File: config.mk
export PLATFORM = sky130hd
export DESIGN_NAME = tawas_lsu
export DESIGN_NICKNAME = d
export VERILOG_FILES = /design/src/rtl/tawas_lsu.sv
export SDC_FILE = /design/constraint.sdc
export NUM_CORES = 1
export LEC_CHECK = 0
export CORE_MARGIN = 2
export CORE_UTILIZATION = 52
export DETAILED_ROUTE_END_ITERATION = 8
export PLACE_DENSITY = 0.94
export SLEW_MARGIN = 10
export SYNTH_ARGS = -nofsm -noshare
export SYNTH_HDL_FRONTEND = slang
export SYNTH_SLANG_ARGS = --single-unit
export TNS_END_PERCENT = 10
File: constraint.sdc
create_clock -name CLK -period 11.2 [get_ports CLK]
set_input_delay 2.24 -clock CLK [delete_from_list [all_inputs] [get_ports CLK]]
set_output_delay 2.24 -clock CLK [all_outputs]
set_load 0.1 [all_outputs]
File: src/rtl/tawas_lsu.sv
// tawas_lsu: pointer+offset load/store unit with wait states, timeout and traps; TAWAS_LSU_ALIGN_CHECK_EN traps misaligned accesses
module tawas_lsu #(
    parameter int ADDR_W  = 32,
    parameter int SEL_W   = 3,
    parameter int TIMEOUT = 255
) (
    input  logic                  CLK,
    input  logic                  RST,
    input  logic                  LS_OP_VLD,
    output logic                  LS_OP_RDY,
    input  logic [10+2*SEL_W-1:0] LS_OP,
    output logic [SEL_W-1:0]      LS_PTR_SEL,
    input  logic [ADDR_W-1:0]     LS_PTR,
    output logic [SEL_W-1:0]      LS_STORE_SEL,
    input  logic [31:0]           LS_STORE,
    output logic [ADDR_W-1:0]     DADDR,
    output logic                  DCS,
    output logic                  DWR,
    output logic [3:0]            DMASK,
    output logic [31:0]           DOUT,
    input  logic [31:0]           DIN,
    input  logic                  DREADY,
    output logic                  LS_PTR_UPD_VLD,
    output logic [SEL_W-1:0]      LS_PTR_UPD_SEL,
    output logic [ADDR_W-1:0]     LS_PTR_UPD,
    output logic                  LS_LOAD_VLD,
    output logic [SEL_W-1:0]      LS_LOAD_SEL,
    output logic [31:0]           LS_LOAD,
    output logic                  LS_ERR,
    output logic [ADDR_W-1:0]     LS_ERR_ADDR
);
    localparam int OW = 10 + 2*SEL_W;
    localparam int TW = TIMEOUT > 0 ? $clog2(TIMEOUT + 1) : 1;
    typedef enum logic {IDLE, BUS} state_t;
    state_t state, state_n;
    logic [TW-1:0] tcnt;
    logic op_st, op_upd, op_sx;
    logic [1:0] op_sz;
    logic [4:0] op_off;
    logic [ADDR_W-1:0] off_ext, new_ptr, addr;
    logic legal, done, tmo, rdy, acc, issue;
    logic [3:0] mask;
    logic [31:0] wdata, lane, ext;
    logic [1:0] lo, lo_r, sz_r;
    logic sx_r, upd_r;
    logic [SEL_W-1:0] dsel_r, psel_r;
    logic [ADDR_W-1:0] nptr_r;
    assign op_st        = LS_OP[OW-1];
    assign op_upd       = LS_OP[OW-2];
    assign op_sz        = LS_OP[OW-3:OW-4];
    assign op_sx        = LS_OP[OW-5];
    assign op_off       = LS_OP[OW-6:2*SEL_W];
    assign LS_PTR_SEL   = LS_OP[2*SEL_W-1:SEL_W];
    assign LS_STORE_SEL = LS_OP[SEL_W-1:0];
    assign DCS            = state == BUS;
    assign LS_OP_RDY      = rdy;
    assign LS_PTR_UPD_VLD = done & upd_r & ~RST;
    assign LS_PTR_UPD_SEL = psel_r;
    assign LS_PTR_UPD     = nptr_r;
    always_comb begin
        off_ext = {{(ADDR_W-5){op_upd & op_off[4]}}, op_off};
        new_ptr = LS_PTR + (off_ext << op_sz);
        addr    = (op_upd & ~op_off[4]) ? LS_PTR : new_ptr;
`ifdef TAWAS_LSU_ALIGN_CHECK_EN
        legal = (op_sz != 2'd3) & ~(op_sz == 2'd1 & addr[0]) & ~(op_sz == 2'd2 & addr[1:0] != 2'd0);
`else
        legal = op_sz != 2'd3;
`endif
        done    = (state == BUS) & DREADY;
        tmo     = (TIMEOUT != 0) & (state == BUS) & ~DREADY & (tcnt == TW'(TIMEOUT));
        rdy     = (state == IDLE) | done;
        acc     = LS_OP_VLD & rdy;
        issue   = acc & legal;
        state_n = issue ? BUS : (done | tmo) ? IDLE : state;
        lo      = op_sz == 2'd0 ? addr[1:0] : op_sz == 2'd1 ? {addr[1], 1'b0} : 2'd0;
        mask    = op_sz == 2'd0 ? 4'b0001 << addr[1:0] : op_sz == 2'd1 ? (addr[1] ? 4'b1100 : 4'b0011) : 4'b1111;
        wdata   = op_sz == 2'd0 ? {4{LS_STORE[7:0]}} : op_sz == 2'd1 ? {2{LS_STORE[15:0]}} : LS_STORE;
        lane    = DIN >> {lo_r, 3'b000};
        ext     = sz_r == 2'd0 ? {{24{sx_r & lane[7]}}, lane[7:0]} :
                  sz_r == 2'd1 ? {{16{sx_r & lane[15]}}, lane[15:0]} : DIN;
    end
    always_ff @(posedge CLK) begin
        if (RST) begin
            state       <= IDLE;
            tcnt        <= '0;
            DADDR       <= '0;
            DWR         <= 1'b0;
            DMASK       <= 4'd0;
            DOUT        <= 32'd0;
            lo_r        <= 2'd0;
            sz_r        <= 2'd0;
            sx_r        <= 1'b0;
            upd_r       <= 1'b0;
            dsel_r      <= '0;
            psel_r      <= '0;
            nptr_r      <= '0;
            LS_LOAD_VLD <= 1'b0;
            LS_LOAD_SEL <= '0;
            LS_LOAD     <= 32'd0;
            LS_ERR      <= 1'b0;
            LS_ERR_ADDR <= '0;
        end else begin
            state <= state_n;
            tcnt  <= acc ? '0 : (state == BUS & ~DREADY) ? tcnt + TW'(1) : tcnt;
            if (issue) begin
                DADDR  <= {addr[ADDR_W-1:2], 2'b00};
                DWR    <= op_st;
                DMASK  <= mask;
                DOUT   <= wdata;
                lo_r   <= lo;
                sz_r   <= op_sz;
                sx_r   <= op_sx;
                upd_r  <= op_upd;
                dsel_r <= LS_STORE_SEL;
                psel_r <= LS_PTR_SEL;
                nptr_r <= new_ptr;
            end
            LS_LOAD_VLD <= done & ~DWR;
            if (done & ~DWR) begin
                LS_LOAD     <= ext;
                LS_LOAD_SEL <= dsel_r;
            end
            LS_ERR <= tmo | (acc & ~legal);
            if (tmo)
                LS_ERR_ADDR <= DADDR;
            else if (acc & ~legal)
                LS_ERR_ADDR <= addr;
        end
    end
endmodule

# After elaboration in Yosys (flattened, before gate mapping)
# Index checks and enable logic that the tools add are counted.
# op_classes
add_sub_neg	2
mul	0
div_mod_pow	0
n_lt_le_gt_ge	0
n_eq_ne	4
shifts	3
n_mux	14
n_bitwise	22
n_reduce_logical	5
# op_table
cell	n
32-bit two-way mux	7
32-bit adder	1
32-bit by 2-bit left shift with 32-bit output	1
32-bit by 5-bit right shift with 16-bit output	1
1-bit bitwise AND	13
4-bit two-way mux	3
8-bit by 1-bit adder with 8-bit output, second input constant	1
8-bit equality test, second input constant	1
1-bit inverter	6
2-bit by 1-bit equality test with 1-bit output, second input constant	2
2-bit logical NOT	2
2-bit two-way mux	2
2-bit nonzero test	2
1-bit by 2-bit left shift with 4-bit output, first input constant	1
1-bit bitwise OR	3
1-bit two-way mux	2
2-bit inequality test, second input constant	1
2-bit OR reduction	1
# totals
register_bits	189
latch_bits	0
ramBits	0
rom_bits	0
out_inout_bits	182
wordCells	68
memories	0

# Logic depth before layout (Yosys ltp)
# Gate-level depths: netlist of the first run.
# logic_depth
word_depth	7
ltp_mapped	18

# Worst setup path after synthesis of the first run
# No wires, ideal clock.
# synth_path
path_kind	input to output
start	input RST
end	output LS_PTR_UPD_VLD
arrival_time_ns	5.041
required_time_ns	8.960
setup_slack_ns	3.919
path_stages	4
n_path_buf	3
cell_sequence	clkbuf_1 > clkbuf_1 > buf_1 > nor3b_1
# synth_between
elab_chain_len	2
# synth_rtl
element	line_no	source
start, declared	8	input logic RST,
1-bit inverter	57	assign LS_PTR_UPD_VLD = done & upd_r & ~RST;
1-bit bitwise AND	57	
end, declared	23	output logic LS_PTR_UPD_VLD,
# No other way between the ends.

# Final worst setup path of the first run
# layout_path
start	input DREADY
end	output LS_OP_RDY
# layout_between
elab_chain_len	2
# layout_rtl
element	line_no	source
start, declared	22	input logic DREADY,
1-bit bitwise AND	69	done = (state == BUS) & DREADY;
1-bit bitwise OR	71	rdy = (state == IDLE) | done;
end, declared	10	output logic LS_OP_RDY,
# No other way between the ends.

==> impl_results.md, run 1 <==
- Tightest Pin Transition: 1.16 ns
- Commonest non-fill, non-tap cell in the layout: clkdlybuf4s50_1
- Core ar.: 19500 um2
- Htree depth: 4
- Largest net degree at the start of global routing: 109
- HPWL Detailed: 27000 um
- CTS Root Buffer Type: clkbuf_16
- Area growth syn-to-layout: 33.3%
- Final Cycle Share: 0.601
- Average size of a mapped cell: 7.66 um2
- CTS Buf Count: 17
- Diodes inserted: 0
- Commonest non-fill, non-tap cells in the layout: 293 x clkdlybuf4s50_1, 223 x nand2_1, 189 x dfxtp_1
- Routed WL: 37800 um
- Final hold violations: 0
- Slew Limit Fails: 0
- Netlist cell types: 78
- Pwr per Cell Area: 147 nW/um2
- Starting Density: 0.530
- Nets: 1677
- Leakage power: 0.00481 uW
- Outcome: completed
- Peak supply drop: 112 uV
- Post-Route Utilization: 0.706
- Footprint of the multi-input gates: 6000 um2
- Die area: 21000 um2
- Post-CTS setup repair buffer count: 0
- Initial DRT Pass Iterations: 6
- YS warnings: 0
- Max-slew headroom: 0.228
- Cells taking the most area after synthesis: dfxtp_1 37%, nand2_1 8.2%, a21oi_1 6.2%
- Fill cells: 1511
- Die Y: 145 um
- #FFs+latches synth: 189
- FF+latch area: 3780 um2
- Hold Crit Class: flip-flop to flip-flop
- Clk_lat worst skew: 0.44 ns
- Crit. End Element: output pin
- Number of global-route vias before repair: 10369
- Drc violations: 0
- Critical path type: input pin to output pin
- Initial antenna violation count: 0
- F_max: 0.149 GHz
- IO Pins: 298
- Final antenna-violating net count: 0
- EDFF count, synth: 0
- DIE WIDTH: 145 um
- Crit path time final: 6.73 ns
- Wire per inst: 20.7 um
- Worst-path clk slew: 0.07 ns
- Mapped cell area: 10300 um2
- RSZ-0062 raised after global routing: no
- Post-Synthesis Cells: 1345
- Maximum root-to-sink buffer count: 2
- Prevailing post-synth register cell: dfxtp_1
- Cell Rows: 51
- DR vias: 11408
- IO Port Bufs: 295
- Worst Skew: 0.0168 ns
- Cell taking the most area after synthesis: dfxtp_1
- Post-synthesis async set-or-reset flop share: 0
- Maximum fanout along the worst path: 8
- Arrival @ worst endpoint: 4.49 ns
- # resized after CTS: 0
- Final setup violation count: 0
- First-pass GRT wire length: 56600 um
- Setup_tns: 0 ns
- Sequential element share of the synthesized area: 0.367
- Total track usage: 0.346
- Data required time of the worst path: 8.96 ns
- Top cell type's share of synthesized area: 0.367
- Vias per cell: 6.25
- TritonCTS Sinks: 189
- First DRT Iteration DRCs: 1154
- CTS tree: built
- Hold Buf Count CTS: 0
- Final Wtd Congestion: 0.957
- Total gr overflow: 0
- Critical path launch point type: input pin
- Share of cells above drive strength 1: 0.0519
- Max-cap violations: 0
==> per-stage QoR <==
stage / cells / total power, uW / setup slack, ns / hold slack (ns) / instance area (um2)
3_5_place_dp: 1794 / 1450 / 4.22 / 0.445 / 13200
4_1_cts: 1826 / 2010 / 4.51 / 0.456 / 13700
3_3_place_gp: 1794 / 1440 / 4.50 / 0.436 / 13200
5_1_grt: 1826 / 2080 / 4.31 / 0.473 / 13700
6_report: 1826 / 2020 / 4.47 / 0.454 / 13700
2_1_floorplan: 1346 / 1260 / 3.92 / 0.432 / 10300
==> final cells by class <==
type | instances | share of cell area
Multi-Input combinational cell | 1023 | 0.437
Tap cell | 265 | 0.0241
Clock buffer | 20 | 0.0318
Sequential cell | 189 | 0.276
Timing Repair Buffer | 307 | 0.221
Inverter | 10 | 0.00273
Clock inverter | 12 | 0.00811
==> metal layers <==
layer	part of all wire	routed length, um	vias up	track usage
met2	0.45	17200	749	0.556
li1	-	-	5202	-
met4	0.058	2190	0	0.182
met1	0.38	14300	5302	0.427
met3	0.11	4170	155	0.0902
met5	0	0	-	0
==> flip-flops by register name, summed over array words and instances, names as in the netlist <==
register	cells
lo_r	2
LS_LOAD	32
LS_ERR_ADDR	32
LS_LOAD_VLD	1
LS_ERR	1
LS_PTR_UPD_SEL	3
DADDR	30
dsel_r	3
LS_PTR_UPD	32
upd_r	1
DOUT	32
DWR	1
sz_r	2
DMASK	4
DCS	1
tcnt	8
LS_LOAD_SEL	3
sx_r	1
==> worst paths after layout <==
| check | from | to | slack, ns | cells past startpoint |
|---|---|---|---|---|
| worst max-delay path | DREADY | LS_OP_RDY | 4.47 | 4 |
| worst min-delay path | LS_PTR_UPD_SEL[0] | LS_PTR_UPD_SEL[0] | 0.45 | 2 |
| worst max register to register | DCS | LS_PTR_UPD[18] | 7.56 | 8 |
| worst min register to register | LS_PTR_UPD_SEL[0] | LS_PTR_UPD_SEL[0] | 0.45 | 2 |
==> cells in the mapped netlist (4+ instances only) <==
library cell / n
nand3_1: 26
nand4_1: 14
buf_4: 8
a221oi_1: 8
o211ai_1: 7
and3_1: 11
mux2i_1: 36
a311oi_1: 9
nand2b_1: 7
buf_2: 11
o21ai_0: 63
a31oi_1: 13
nor2_1: 151
a22o_1: 4
a211oi_1: 41
buf_1: 16
xor2_1: 21
nor4b_1: 4
a21oi_1: 128
a21o_1: 7
o32ai_1: 4
dfxtp_1: 189
or3_1: 7
mux2_2: 15
nor2b_1: 11
nor4_1: 7
a22oi_1: 17
nand2_1: 224
inv_1: 8
xnor2_1: 36
o221ai_1: 8
ha_1: 12
o22ai_1: 29
o311ai_0: 4
and2_1: 6
nor3_1: 31
o31ai_1: 9
clkbuf_1: 87
==> power breakdown <==
| part | internal, uW | leakage, uW | switching [uW] |
|---|---|---|---|
| Combinational | 188 | 0.00301 | 512 |
| Clock | 292 | 0.000255 | 285 |
| Sequential | 714 | 0.00155 | 30.6 |
==> worst max-delay path, stage by stage <==
cell	delay, ns
clkdlybuf4s50_1	0.46
nor2b_1	0.54
inv_1	0.22
clkdlybuf4s50_1	1.02
==> cells by family after synthesis <==
family                   Yosys count  share of synthesized area
flip-flops                       189                      0.367
AO/OA/AOI/OAI                    384                      0.240
multiplexers                      53                     0.0549
XOR/XNOR                          57                     0.0484
adder cells (fa/ha/maj)           14                     0.0176
buffers and inverters            134                     0.0545
other                              1                   0.000364
AND/OR/NAND/NOR                  513                      0.217
(Power assumes the default switching activity.)
==> inputs of run 2 (changes only) <==
CORE_UTILIZATION = 44   (was 52)
PLACE_DENSITY = 0.86   (was 0.94)
clock period = 5.9 ns   (was 11.2 ns; I/O delays follow)
==> impl_results.md, run 2 (same netlist as run 1, synthesis figures left out) <==
- Reg-to-reg slack, setup: 2.64 ns
- Largest net degree at the start of global routing: 111
- Critical Path Max Stage Delay: 0.95 ns
- Initial antenna violation count: 1
- Final hold violations: 0
- HPWL Detailed: 26900 um
- Die area: 24700 um2
- Peak supply drop: 200 uV
- Switching Fraction: 0.407
- Crit. End Element: flip-flop
- TritonCTS Sinks: 189
- IO Port Bufs: 295
- Maximum fanout along the worst path: 16
- Final Wtd Congestion: 0.917
- DR vias: 11129
- Die Y: 157 um
- Cell Rows: 56
- Drc violations: 0
- Min-Delay Path Depth: 2
- Clk_lat worst skew: 0.44 ns
- Slew Limit Fails: 0
- CTS Buf Count: 17
- Max-cap violations: 0
- Critical path type: input pin to flip-flop
- Commonest non-fill, non-tap cell in the layout: clkdlybuf4s50_1
- Setup crit start: LS_OP[12]
- Hold Crit Start: dsel_r[2]
- Final antenna-violating net count: 0
- Number of global-route vias before repair: 10148
- Cell depth of the worst flop-to-flop path: 5
- Total power: 3960 uW
- RSZ-0062 raised after global routing: no
- Leakage power: 0.00492 uW
- Critical path launch point type: input pin
- Nets: 1689
- # resized after CTS: 0
- Share of cells above drive strength 1: 0.0598
- Arrival @ worst endpoint: 5.55 ns
- Internal: 2350 uW
- Htree depth: 4
- CTS Root Buffer Type: clkbuf_16
- Maximum root-to-sink buffer count: 2
- Pwr per Cell Area: 284 nW/um2
- DIE WIDTH: 157 um
- Hold Buf Count CTS: 0
- Hold Crit Class: flip-flop to flip-flop
- Logic pwr share: 0.335
- Post-CTS setup repair buffer count: 0
- Routed WL: 37200 um
- Worst Skew: 0.0219 ns
- Data required time of the worst path: 6.25 ns
- First DRT Iteration DRCs: 977
- F_max: 0.192 GHz
- IO Pins: 298
- Commonest non-fill, non-tap cells in the layout: 293 x clkdlybuf4s50_1, 223 x nand2_1, 189 x dfxtp_1
- Starting Density: 0.443
- Max-slew headroom: 0.216
- Diodes inserted: 0
- Final Cycle Share: 0.882
- Setup_tns: 0 ns
- Total track usage: 0.291
- Initial DRT Pass Iterations: 6
- CP max stage cell: clkdlybuf4s50_1
- Tightest Pin Transition: 1.17 ns
- CP cell instances: clkdlybuf4s50_1 > mux2_2 > nand2_1 > o21ai_0 > ha_1 > and3_1 > a221oi_2 > o21ai_1 > a21oi_2 > a211oi_1 > o31a_1 > or3_1 > a311oi_1
- Final setup violation count: 0
- Clock power share: 0.308
- P_sw: 1610 uW
- Crit path time final: 5.20 ns
- R2r startpoint: lo_r[0]
- Core ar.: 23300 um2
- Vias per cell: 5.88
- Outcome: completed
- First-pass GRT wire length: 56700 um
- Total gr overflow: 0
- CTS tree: built
- Worst-path clk slew: 0.08 ns
- Area growth syn-to-layout: 35.6%
- Seq pwr share: 0.356
- Wire per inst: 19.7 um
-- run 2: power by group through the flow --
stage	combinational, uW	clock [uW]	sequential (uW)
floorplan	415	0	1970
global placement	1310	0	1440
detailed placement	1320	0	1440
global route	1390	1280	1420
CTS	1330	1230	1410
finish	1330	1220	1410
-- run 2: per-layer routing --
metal / share of wire / routed length, um / up-vias / track usage
met5: 0.00032 / 12 / - / 0
met4: 0.032 / 1190 / 2 / 0.111
met3: 0.095 / 3540 / 77 / 0.0716
met2: 0.47 / 17400 / 621 / 0.474
met1: 0.41 / 15100 / 5204 / 0.373
li1: - / - / 5225 / -
-- run 2: layout make-up --
| cell class | instances | area (um2) |
|---|---|---|
| Clock buffer | 19 | 453 |
| Clock inverter | 13 | 171 |
| Fill cell | 2039 | 9290 |
| Inverter | 10 | 37.5 |
| Multi-Input combinational cell | 1023 | 5990 |
| Sequential cell | 189 | 3780 |
| Tap cell | 319 | 399 |
| Timing Repair Buffer | 319 | 3140 |
-- run 2: worst max-delay path, delay by kind of cell --
kind / cells / cell delay [ns]
buffers and inverters: 1 / 0.95
AND/OR/NAND/NOR: 3 / 0.56
adder cells (fa/ha/maj): 1 / 0.40
multiplexers: 1 / 0.42
AO/OA/AOI/OAI: 7 / 2.01
-- run 2: path summary, 6_finish.rpt --
kind,end
setup / recovery,DADDR[30]
hold / removal,LS_LOAD_SEL[2]
setup reg to reg,LS_LOAD[22]
hold reg to reg,LS_LOAD_SEL[2]
-- run 2: per-stage QoR --
stage | util | setup WS, ns | area (um2) | cells | hold WS (ns)
5_1_grt | 0.601 | 0.456 | 14000 | 1892 | 0.473
2_1_floorplan | - | 0.739 | 10300 | 1346 | 0.432
6_report | 0.601 | 0.696 | 14000 | 1892 | 0.455
3_5_place_dp | 0.574 | 0.378 | 13300 | 1860 | 0.445
4_1_cts | 0.601 | 0.815 | 14000 | 1892 | 0.454
3_3_place_gp | 0.574 | 0.507 | 13300 | 1860 | 0.437
==> RTL change 1, RTL diff (config.mk and constraints of run 2) <==
Build with the macro `TAWAS_LSU_ALIGN_CHECK_EN` defined.
--- a/src/rtl/tawas_lsu.sv
+++ b/src/rtl/tawas_lsu.sv
@@ -1,2 +1,4 @@
 // tawas_lsu: pointer+offset load/store unit with wait states, timeout and traps; TAWAS_LSU_ALIGN_CHECK_EN traps misaligned accesses
+`define TAWAS_LSU_ALIGN_CHECK_EN
+
 module tawas_lsu #(
Function: changed (a bounded check fails within 4 cycles, from zero or initial values and one cycle with RST high).
==> RTL change 1 against run 2 <==
Total power is 2.3% higher; design area is 0.75% higher; register-to-register slack better by 0.26 ns; sequential cell count stayed put; critical path type unchanged; synthesized area is 1.0% higher; first-iteration DRC count is 17% higher; worst setup slack better by 0.49 ns; die area is 1.0% higher; wire length is 1.2% higher.
==> RTL change 1: results (changes against run 2) <==
Outcome
  • Status: completed (unchanged)

Drt
  • Wl on met1: 14,540 microns (was 15,130 microns)
  • Routed WL: 37,690 microns (was 37,240 microns)
  • Vias per cell: 5.962 (was 5.882)
  • Met2 wire length: 18,020 microns (was 17,360 microns)
  • Iter 0 DRT Violations: 1,141 (was 977)
  • DR top layer: met4 (was met5)

Logic synthesis
  • Sequential share of the synthesized area: 36.33% (was 36.71%)
  • Commonest cells in the synthesized netlist: nand2_1, dfxtp_1, a21oi_1 (was nand2_1, dfxtp_1, nor2_1)
  • Ys async rst share: 0% (unchanged)
  • Area contributors post-synth: dfxtp_1, nand2_1, a21oi_1 (unchanged)

Place
  • Dpl hpwl: 27,120 microns (was 26,940 microns)
  • Place WS: 0.7836 ns (was 0.3785 ns)
  • Routability cong.: 0.9262 (was 0.9167)

STA
  • Slew margin rel.: 23.76% (was 21.55%)
  • Worst hold slack: 0.4544 ns (was 0.4546 ns)
  • Setup Skew: 0.01411 ns (was 0.02188 ns)
  • Final worst-path cycle share: 79.90% (was 88.20%)

GRT
  • GR Util met1: 35.54% (was 37.25%)
  • Met3 Usage GRT: 6.734% (was 7.159%)
  • Initial antenna violation count: 2 (was 1)
  • First-pass GRT wire length: 57,610 microns (was 56,680 microns)
  • Total grt overflow: 0 (unchanged)
  • Largest net degree at the start of global routing: 106 (was 111)
  • Overall routing resource usage: 29.38% (was 29.09%)
  • Grt met2 use: 49.42% (was 47.37%)
  • Vias in the first global route: 10,390 (was 10,150)

Final layout
  • Total Nets Final: 1,659 (was 1,689)
  • Layout cells sized above 1: 6.481% (was 5.976%)

Worst setup path
  • R2R setup slack: 2.90 ns (was 2.64 ns)
  • CP max FO: 11 (was 16)
  • Data arrival, critical path: 5.05 ns (was 5.55 ns)
  • CP peak stage delay: 0.72 ns (was 0.95 ns)

Pwr
  • Leakage Power: 0.005016 uW (was 0.004921 uW)
  • Worst IR Drop VDD: 176.1 uV (was 199.8 uV)
RTL change 1: cell count changes after synthesis, moves of 8 or more:
| cell | before | now |
|---|---|---|
| mux2_2 | 15 | 4 |
| o211a_1 | 0 | 8 |
| o22ai_1 | 29 | 17 |
| a22oi_1 | 17 | 33 |
| nor3_1 | 31 | 23 |
| nor2_1 | 151 | 121 |
| o21ai_0 | 63 | 55 |
| mux2i_1 | 36 | 49 |
RTL change 1: logic make-up after synthesis:
kind of cell | synth area share, %
AOI/OAI and AO/OA | 24.45
xor gates and xnor gates | 4.626
adders and majority gates | 1.730
buffers and inverters | 5.431
DFF | 36.33
muxes | 5.707
other | 0.03601
and+or+nand+nor | 21.69
RTL change 1: final timing paths:
| path | to | from | cells after the start |
|---|---|---|---|
| setup / recovery | DADDR[24] | LS_OP[12] | 14 |
| hold reg to reg | LS_LOAD[1] | LS_LOAD[1] | 2 |
| hold / removal | LS_LOAD[1] | LS_LOAD[1] | 2 |
| setup reg to reg | LS_LOAD[21] | lo_r[0] | 4 |
RTL change 1: final cells by class:
type                    count  area, sq um
flip-flops and latches    189         3784
clock inverters            15        195.2
repair buffers            316         3141
well taps                 319        399.1
clock buffers              17        425.4
inverters                  10        37.54
diodes                      2        5.005
multi-input cells         996         6092
fillers                  2044         9254
RTL change 1: where the power goes:
group | internal (uW) | switching [uW]
Sequential | 1360 | 56.9
Combinational | 382 | 1050
Clock | 613 | 593
Total | 2360 | 1700
RTL change 1: through the flow:
step	cell area (sq um)	std cells
floorplan	10420	1317
global placement	13450	1830
detailed placement	13450	1830
CTS	14070	1862
global route	14070	1862
finish	14080	1864
RTL change 1: worst reg2reg max path, cell delays in order (launching register included):
cell,delay [ns]
dfxtp_1,0.78
mux4_2,0.63
a31oi_1,0.55
a21boi_2,0.70
a211oi_1,0.18
==> RTL change 2, RTL diff (settings of run 2) <==
Without the edit above. Put one more register stage on the output `LS_ERR_ADDR`, cleared by the reset. The value now appears one clock later. The other outputs are not delayed to match.
--- a/src/rtl/tawas_lsu.sv
+++ b/src/rtl/tawas_lsu.sv
@@ -34,2 +34,4 @@
     typedef enum logic {IDLE, BUS} state_t;
+
+    logic [ADDR_W-1:0] LS_ERR_ADDR_s0;
     state_t state, state_n;
@@ -100,3 +102,3 @@
             LS_ERR      <= 1'b0;
-            LS_ERR_ADDR <= '0;
+            LS_ERR_ADDR_s0 <= '0;
         end else begin
@@ -124,7 +126,15 @@
             if (tmo)
-                LS_ERR_ADDR <= DADDR;
+                LS_ERR_ADDR_s0 <= DADDR;
             else if (acc & ~legal)
-                LS_ERR_ADDR <= addr;
+                LS_ERR_ADDR_s0 <= addr;
         end
     end
+    always_ff @(posedge CLK) begin
+        if (RST) begin
+            LS_ERR_ADDR <= '0;
+        end else begin
+            LS_ERR_ADDR <= LS_ERR_ADDR_s0;
+        end
+    end
+
 endmodule
Behaviour: not the same (Yosys sat finds a counterexample within 4 cycles, from zero or initial values and one cycle with RST high).
==> RTL change 2 against run 2 <==
Synthesized area increased by 9.5%; global-route usage decreased by 0.76 points; worst setup slack improved by 0.58 ns; wire length increased by 6.9%; total power increased by 13%; design area increased by 8.0%; non-clock buffer count decreased by 7; sequential cell count increased by 32; clock skew increased by 0.0012 ns; worst hold slack got worse by 0.0023 ns; die area increased by 9.2%.
==> RTL change 2: results (changes against run 2) <==
Worst setup path
  • Worst r2r src: lo_r[1] (was lo_r[0])
  • RR Endpoint: LS_LOAD[17] (was LS_LOAD[22])
  • R2R setup slack: 2.61 ns (was 2.64 ns)
  • Data arrival, critical path: 5.06 ns (was 5.55 ns)
  • CP max FO: 38 (was 16)
  • CP peak stage delay: 0.67 ns (was 0.95 ns)
  • FF-to-FF path depth: 4 (was 5)
  • Critical Path End: DADDR[29] (was DADDR[30])

Drt
  • WL per Instance: 20.23 microns (was 19.68 microns)
  • DR pass1 iterations: 5 (was 6)

Clock tree
  • Clock-pin transition on the worst setup and hold timing paths: 0.06 ns (was 0.08 ns)
  • Cts bufs inserted: 24 (was 17)
  • Worst-skew pair later-pin latency: 0.52 ns (was 0.44 ns)
  • H-Tree Depth: 1 (was 4)
  • Clock Path Buffers: 3 (was 2)

GRT
  • Overall routing resource usage: 28.33% (was 29.09%)
  • Initial antenna violation count: 2 (was 1)
  • Largest net degree at the start of global routing: 118 (was 111)
  • First-pass GRT wire length: 60,210 microns (was 56,680 microns)

Logic synthesis
  • Yosys warns: 0 (unchanged)
  • Post-synthesis adder-cell area fraction: 1.508% (was 1.760%)
  • Commonest cells in the synthesized netlist: dfxtp_1, nand2_1, a21oi_1 (was nand2_1, dfxtp_1, nor2_1)
  • Sequential share of the synthesized area: 39.21% (was 36.71%)
  • Synth unique cells: 90 (was 78)
  • Post-synthesis xor/xnor area fraction: 3.715% (was 4.844%)
  • Complex-gate fraction of the synthesized area: 24.11% (was 23.97%)
  • Area contributors post-synth: dfxtp_1, nand2_1, a21oi_1 (unchanged)
  • Mux cell area share after synthesis: 4.214% (was 5.487%)
  • Syn Inst Count: 1,407 (was 1,345)

Final layout
  • Layout cells sized above 1: 6.300% (was 5.976%)
  • Final non-filler cell total: 1,967 (was 1,892)
  • Total Nets Final: 1,748 (was 1,689)
  • Fill cells: 2,196 (was 2,039)

Worst hold path
  • Hold path start: LS_PTR_UPD[18] (was dsel_r[2])
  • Hold Crit Depth: 2 (unchanged)
  • Hold EP: LS_PTR_UPD[18] (was LS_LOAD_SEL[2])

Pwr
  • Clock share of power: 34.3% (was 30.8%)
  • P_int: 2872 uW (was 2351 uW)
  • Sequential group power: 1640 uW (was 1410 uW)
  • Worst IR Drop VDD: 185.7 uV (was 199.8 uV)
  • Power consumption: 4497 uW (was 3965 uW)
  • Leakage Power: 0.005334 uW (was 0.004921 uW)

STA
  • Worst hold slack: 0.4524 ns (was 0.4546 ns)
  • Slew margin rel.: 20.68% (was 21.55%)
  • Setup Skew: 0.02308 ns (was 0.02188 ns)

Outcome
  • Status: completed (unchanged)

Place
  • Inst Count DP: 1,923 (was 1,860)
  • Dpl hpwl: 28,040 microns (was 26,940 microns)
  • Routability cong.: 0.9841 (was 0.9167)
[RTL change 2: cell type report]
type                    instances  share of cell area [%]
flip-flops and latches        221                   29.32
clock buffers                  36                   4.818
repair buffers                312                   20.56
clock inverters                 6                  0.5722
diodes                          2                 0.03317
well taps                     330                   2.737
multi-input cells            1047                   41.64
inverters                      13                  0.3234
[RTL change 2: stage by stage]
stage / worst slack (ns) / area (sq um)
after CTS: 1.357 / 15080
after detailed placement: 0.8600 / 14270
after floorplan: 0.9123 / 11290
final: 1.280 / 15090
after global routing: 0.9236 / 15090
after global placement: 1.028 / 14270
[RTL change 2: kinds of logic (layout without fill, tap and decap cells)]
logic type,count (synthesis),in the layout
simple gates,525,525
compound gates,415,415
flops,221,221
buf+inv,140,367
xor+xnor,47,47
mux,45,45
fa+ha+maj,13,13
other cells,1,4
[RTL change 2: routing by layer]
layer  vias up  track usage [%]  routed length, microns
met5         -                0                       0
met4         0            10.21                    1376
met3        97            5.202                    3451
met2       611            48.46                   19130
met1      5413            35.57                   15830
li1       5443                -                       -
